<file path="src/rtl/input_debouncer.sv">
// rtl/input_debouncer.sv - synchronizer plus four-state qualifier turning a bouncing input
// into a clean registered level with one-cycle rise/fall strobes.
module input_debouncer #(
   parameter int SYNC_STAGES   = 2,
   parameter int STABLE_CYCLES = 4
) (
   input  logic clk,
   input  logic rst_n,
   input  logic d,
   output logic q,
   output logic q_bar,
   output logic rise,
   output logic fall,
   output logic busy
);

   if (SYNC_STAGES < 2 || SYNC_STAGES > 4) begin : g_bad_sync
      $error("input_debouncer: SYNC_STAGES must be in 2..4");
   end
   if (STABLE_CYCLES < 2 || STABLE_CYCLES > 65535) begin : g_bad_stable
      $error("input_debouncer: STABLE_CYCLES must be in 2..65535");
   end

   localparam int CW = (STABLE_CYCLES > 1) ? $clog2(STABLE_CYCLES) : 1;
   localparam logic [CW-1:0] CNT_LAST = CW'(STABLE_CYCLES - 1);

   typedef enum logic [1:0] {STABLE_LO, CHK_HI, STABLE_HI, CHK_LO} state_t;

   logic [SYNC_STAGES-1:0] sync;
   logic                   d_sync;
   state_t                 state, state_nxt;
   logic [CW-1:0]          cnt, cnt_nxt;
   logic                   q_nxt, rise_nxt, fall_nxt, busy_nxt;

   always_ff @(posedge clk or negedge rst_n) begin
      if (!rst_n) sync <= '0;
      else        sync <= {sync[SYNC_STAGES-2:0], d};
   end

   assign d_sync = sync[SYNC_STAGES-1];

   always_ff @(posedge clk or negedge rst_n) begin
      if (!rst_n) begin
         state <= STABLE_LO;
         cnt   <= '0;
         q     <= 1'b0;
         q_bar <= 1'b1;
         rise  <= 1'b0;
         fall  <= 1'b0;
         busy  <= 1'b0;
      end else begin
         state <= state_nxt;
         cnt   <= cnt_nxt;
         q     <= q_nxt;
         q_bar <= ~q_nxt;
         rise  <= rise_nxt;
         fall  <= fall_nxt;
         busy  <= busy_nxt;
      end
   end

   // The count only advances inside a CHK state and is cleared on every exit, so it never wraps.
   always_comb begin
      state_nxt = state;
      cnt_nxt   = '0;
      unique case (state)
         STABLE_LO: if (d_sync) begin
            state_nxt = CHK_HI;
            cnt_nxt   = CW'(1);
         end
         CHK_HI: if (!d_sync) begin
            state_nxt = STABLE_LO;
         end else if (cnt == CNT_LAST) begin
            state_nxt = STABLE_HI;
         end else begin
            cnt_nxt = cnt + CW'(1);
         end
         STABLE_HI: if (!d_sync) begin
            state_nxt = CHK_LO;
            cnt_nxt   = CW'(1);
         end
         CHK_LO: if (d_sync) begin
            state_nxt = STABLE_HI;
         end else if (cnt == CNT_LAST) begin
            state_nxt = STABLE_LO;
         end else begin
            cnt_nxt = cnt + CW'(1);
         end
         default: state_nxt = STABLE_LO;
      endcase
   end

   always_comb begin
      rise_nxt = (state == CHK_HI) && d_sync && (cnt == CNT_LAST);
      fall_nxt = (state == CHK_LO) && !d_sync && (cnt == CNT_LAST);
      q_nxt    = q;
      if (rise_nxt)      q_nxt = 1'b1;
      else if (fall_nxt) q_nxt = 1'b0;
      busy_nxt = (state_nxt == CHK_HI) || (state_nxt == CHK_LO);
   end

endmodule

</file>
<file path="config.mk">
export PLATFORM = sky130hd
export DESIGN_NAME = input_debouncer
export DESIGN_NICKNAME = d
export VERILOG_FILES = /design/src/rtl/input_debouncer.sv
export SDC_FILE = /design/constraint.sdc
export NUM_CORES = 1
export LEC_CHECK = 0
export CORE_AREA = 5 5 42 44
export CTS_CLUSTER_DIAMETER = 80
export CTS_CLUSTER_SIZE = 28
export DETAILED_ROUTE_END_ITERATION = 12
export DIE_AREA = 0 0 47 49
export PLACE_DENSITY_LB_ADDON = 0.15
export SYNTH_ARGS = -nofsm -noshare
export SYNTH_HDL_FRONTEND = slang
export SYNTH_SLANG_ARGS = --single-unit
</file>
<file path="constraint.sdc">
create_clock -name clk -period 3.5 [get_ports clk]
set_input_delay 0.7 -clock clk [delete_from_list [all_inputs] [get_ports clk]]
set_output_delay 0.7 -clock clk [all_outputs]
set_load 0.03 [all_outputs]
</file>
* Yosys cells after proc, flatten, opt, wreduce, memory -nomap -nowiden
Index checks and enable logic that the tools add are counted.
Cells by class: add/sub/neg operators 1, equal/unequal tests 6, muxes and demuxes 15, bitwise operators 1, reductions and logical operators 7
Operator list (number):
- $mux W2 | 9
- $pmux W2 S4 | 2
- $eq A2 B2 Y1 const B | 4
- $eq A2 B1 Y1 const B | 2
- $logic_and A1 B1 Y1 | 4
- $mux W1 | 4
- $add A2 B1 Y2 const B | 1
- $logic_not A2 Y1 | 1
- $logic_not A1 Y1 | 1
- $logic_or A1 B1 Y1 | 1
- $not A1 Y1 | 1
Word-level totals: flip-flop bits (word level) 11, output and inout port bits 5, logic and storage cells 38

* Logic depth before layout (Yosys ltp)
depth in word-level cells 6, gate-level depth with buffers 4, depth with buffers taken out 4

* Worst setup path before layout
Ideal clock, no wire load.
kind register to output, start point register q_bar, end point output q_bar, arrival time 0.588 ns, required time 2.800 ns, path slack 2.212 ns, stages on the path, launching flop included 1, path buffers 0, path through dfstp_2
RTL lines:
- start: declaration | RTL line 11 | output logic q_bar,
- start signal: assignment | RTL line 55 | q_bar <= ~q_nxt;
No word-level cell between the ends.

* Final worst setup path
start point register q_bar, end point output q_bar
No word-level cell between the ends.

==> results.sh <==
export IMPL_top_level_ports=8
export IMPL_dp_hpwl_um=434.5
export IMPL_antenna_found_initial=0
export IMPL_num_rows=14
export IMPL_die_w_um=47
export IMPL_outcome="finished clean"
export IMPL_synth_warnings=0
export IMPL_synth_area_per_cell_sq_um=14.77
export IMPL_initial_core_util_pct=27.41
export IMPL_cp_required_ns=2.80
export IMPL_synth_cells=26
export IMPL_clk_root_buffer_cell="clkbuf_4"
export IMPL_ant_nets=0
export IMPL_fmax_mhz=469.4
export IMPL_holdBufCountCts=0
export IMPL_routed_wl_um=575
export IMPL_synthTopCellsByCount="10 x dfrtp_1, 4 x a21oi_1, 2 x nor3b_1"
export IMPL_first_pass_iters=1
export IMPL_rsz0062_at_grt="false"
export IMPL_final_max_slew_viol_count=0
export IMPL_vdd_drop_max_mv=0.1825
export IMPL_drc=0
export IMPL_htreeDepth=1
export IMPL_dieArea_sq_mm=0.002303
export IMPL_p_leak_nw=0.2172
export IMPL_worstSetupStartpointType="register"
export IMPL_grt_max_degree=12
export IMPL_synth_edf_count=0
export IMPL_synth_area_leaders="dfrtp_1 65%, dfstp_2 6.8%, a21oi_1 5.2%"
export IMPL_synthFlopType="dfrtp_1"
export IMPL_place_area_sq_um=474.2
export IMPL_post_route_cell_area_sq_um=500.5
export IMPL_place_congestion=0.6168
export IMPL_period_minus_slack_ns=2.130
export IMPL_yosysMostFrequentCell="dfrtp_1"
export IMPL_setup_violations=0
export IMPL_ys_types=13
export IMPL_path_clk_slew_ns=0.07
export IMPL_worstPathArrival_ns=1.43
export IMPL_diodes=0
export IMPL_yosys_area_top_type="dfrtp_1"
export IMPL_grt_pass1_wl_um=993
export IMPL_cts_resized_gates=0
export IMPL_synth_area_sq_um=384.1
export IMPL_hold_violations=0
export IMPL_critPathSlowestCell="clkdlybuf4s50_1"
export IMPL_end_kind="output port"
export IMPL_min_path_type="register to register"
export IMPL_clkLatencyLatePin_ns=0.26
export IMPL_portBuffers=7
export IMPL_drv_cap=0
export IMPL_cts_setup_buffers=0
export IMPL_period_share_pct=60.87
export IMPL_viasPerCell=4.528
export IMPL_tightest_slew_ns=0.4662
export IMPL_synth_yosys_seq_area_share_pct=71.99
export IMPL_cts_tree="done"
export IMPL_clkSinkCount=11
export IMPL_cp_top_family="buffers and inverters"
export IMPL_cts_path_max_buffers=2
export IMPL_finish_net_count=42
export IMPL_cp_max_fo=1
export IMPL_path_cells="clkdlybuf4s50_1"
export IMPL_wl_per_cell_um=10.85
export IMPL_max_slew_margin_pct=68.82
export IMPL_drive_above_1_share_pct=18.92
export IMPL_syn_nets=30
export IMPL_fin_setup_tns_ns=0
export IMPL_grt_remaining_overflow=0
export IMPL_num_vias=240
export IMPL_drtIter0Drc=0
export IMPL_yosys_area_top_type_share_pct=65.15
export IMPL_critPathKind="register to output port"
export IMPL_max_stage_delay_ns=0.65
export IMPL_die_h_um=49
export IMPL_first_global_vias=238
export IMPL_ys_ff_latch=11
export IMPL_finalClockSkew_ns=0.0009819
export IMPL_grt_usage_pct=6.486
export IMPL_syn2layout_area_growth_pct=30.29
export IMPL_cts_buffers=3
export IMPL_crit_buf_inv=1
export IMPL_fin_hold_ws_ns=0.3517
export IMPL_power_mw=0.3896
export IMPL_ys_async_sr_fraction_pct=100.0
export IMPL_power_density_mw_per_mm2=778.5
export IMPL_core_sq_mm=0.001401
-- cells by family after synthesis --
logic type	Yosys count	synth area share (%)
compound gates	7	11.08
xor+xnor	1	2.281
fa+ha+maj	1	3.257
flops	11	71.99
mux	1	3.908
simple gates	5	7.490
-- layout by cell type (no fill, tap or decap) --
cell and instances:
ha_1 1, a21oi_1 4, clkdlybuf4s50_1 7, a31oi_1 1
nand2_1 1, a21o_1 1, clkbuf_1 1, mux2_4 1
nor3b_1 2, nand2_2 1, dfstp_2 1, o21ai_2 1
xnor2_1 1, nor2_1 1, dfrtp_1 10, clkbuf_4 3
-- worst paths after layout --
| kind | startpoint | endpoint | slack (ns) | cells past startpoint |
|---|---|---|---|---|
| min in group asynchronous | rst_n | cnt[0]$_DFF_PN0_ | 0.76 | 1 |
| max | q_bar$_DFF_PN1_ | q_bar | 1.37 | 1 |
| min reg2reg | sync[0]$_DFF_PN0_ | sync[1]$_DFF_PN0_ | 0.35 | 0 |
| max in group asynchronous | rst_n | q_bar$_DFF_PN1_ | 2.40 | 1 |
| max reg2reg | cnt[0]$_DFF_PN0_ | state[1]$_DFF_PN0_ | 2.30 | 3 |
| min | sync[0]$_DFF_PN0_ | sync[1]$_DFF_PN0_ | 0.35 | 0 |
-- metal layers --
metal,track usage (%),wire [um]
met1,7.763,236
met2,7.466,257
met3,3.321,65
met4,6.912,16
met5,0,0
-- state kept, by name (all words and copies together) (netlist names) --
signal  cells
cnt         2
state       2
sync        2
busy        1
fall        1
q           1
q_bar       1
rise        1
-- stage by stage --
stage,std cells,setup slack [ns],utilization [%]
floorplan,26,2.212,-
global placement,49,1.648,33.84
detailed placement,49,1.651,33.84
CTS,53,1.353,35.71
global route,53,1.327,35.71
finish,53,1.370,35.71
-- where the power goes --
| part | leakage [nW] | switching [mW] | internal [mW] |
|---|---|---|---|
| logic | 0.0649 | 0.0592 | 0.0530 |
| clock network | 0.0150 | 0.0401 | 0.0441 |
| registers | 0.137 | 0.0293 | 0.164 |
| total | 0.217 | 0.129 | 0.261 |
-- area by class of cell --
| type | instances | area (sq um) |
|---|---|---|
| repair buffers | 7 | 70.07 |
| flip-flops and latches | 11 | 276.5 |
| multi-input cells | 15 | 107.6 |
| well taps | 16 | 20.02 |
| clock buffers | 4 | 26.28 |
| fillers | 149 | 900.9 |
Power figures use the tool's default switching activity.
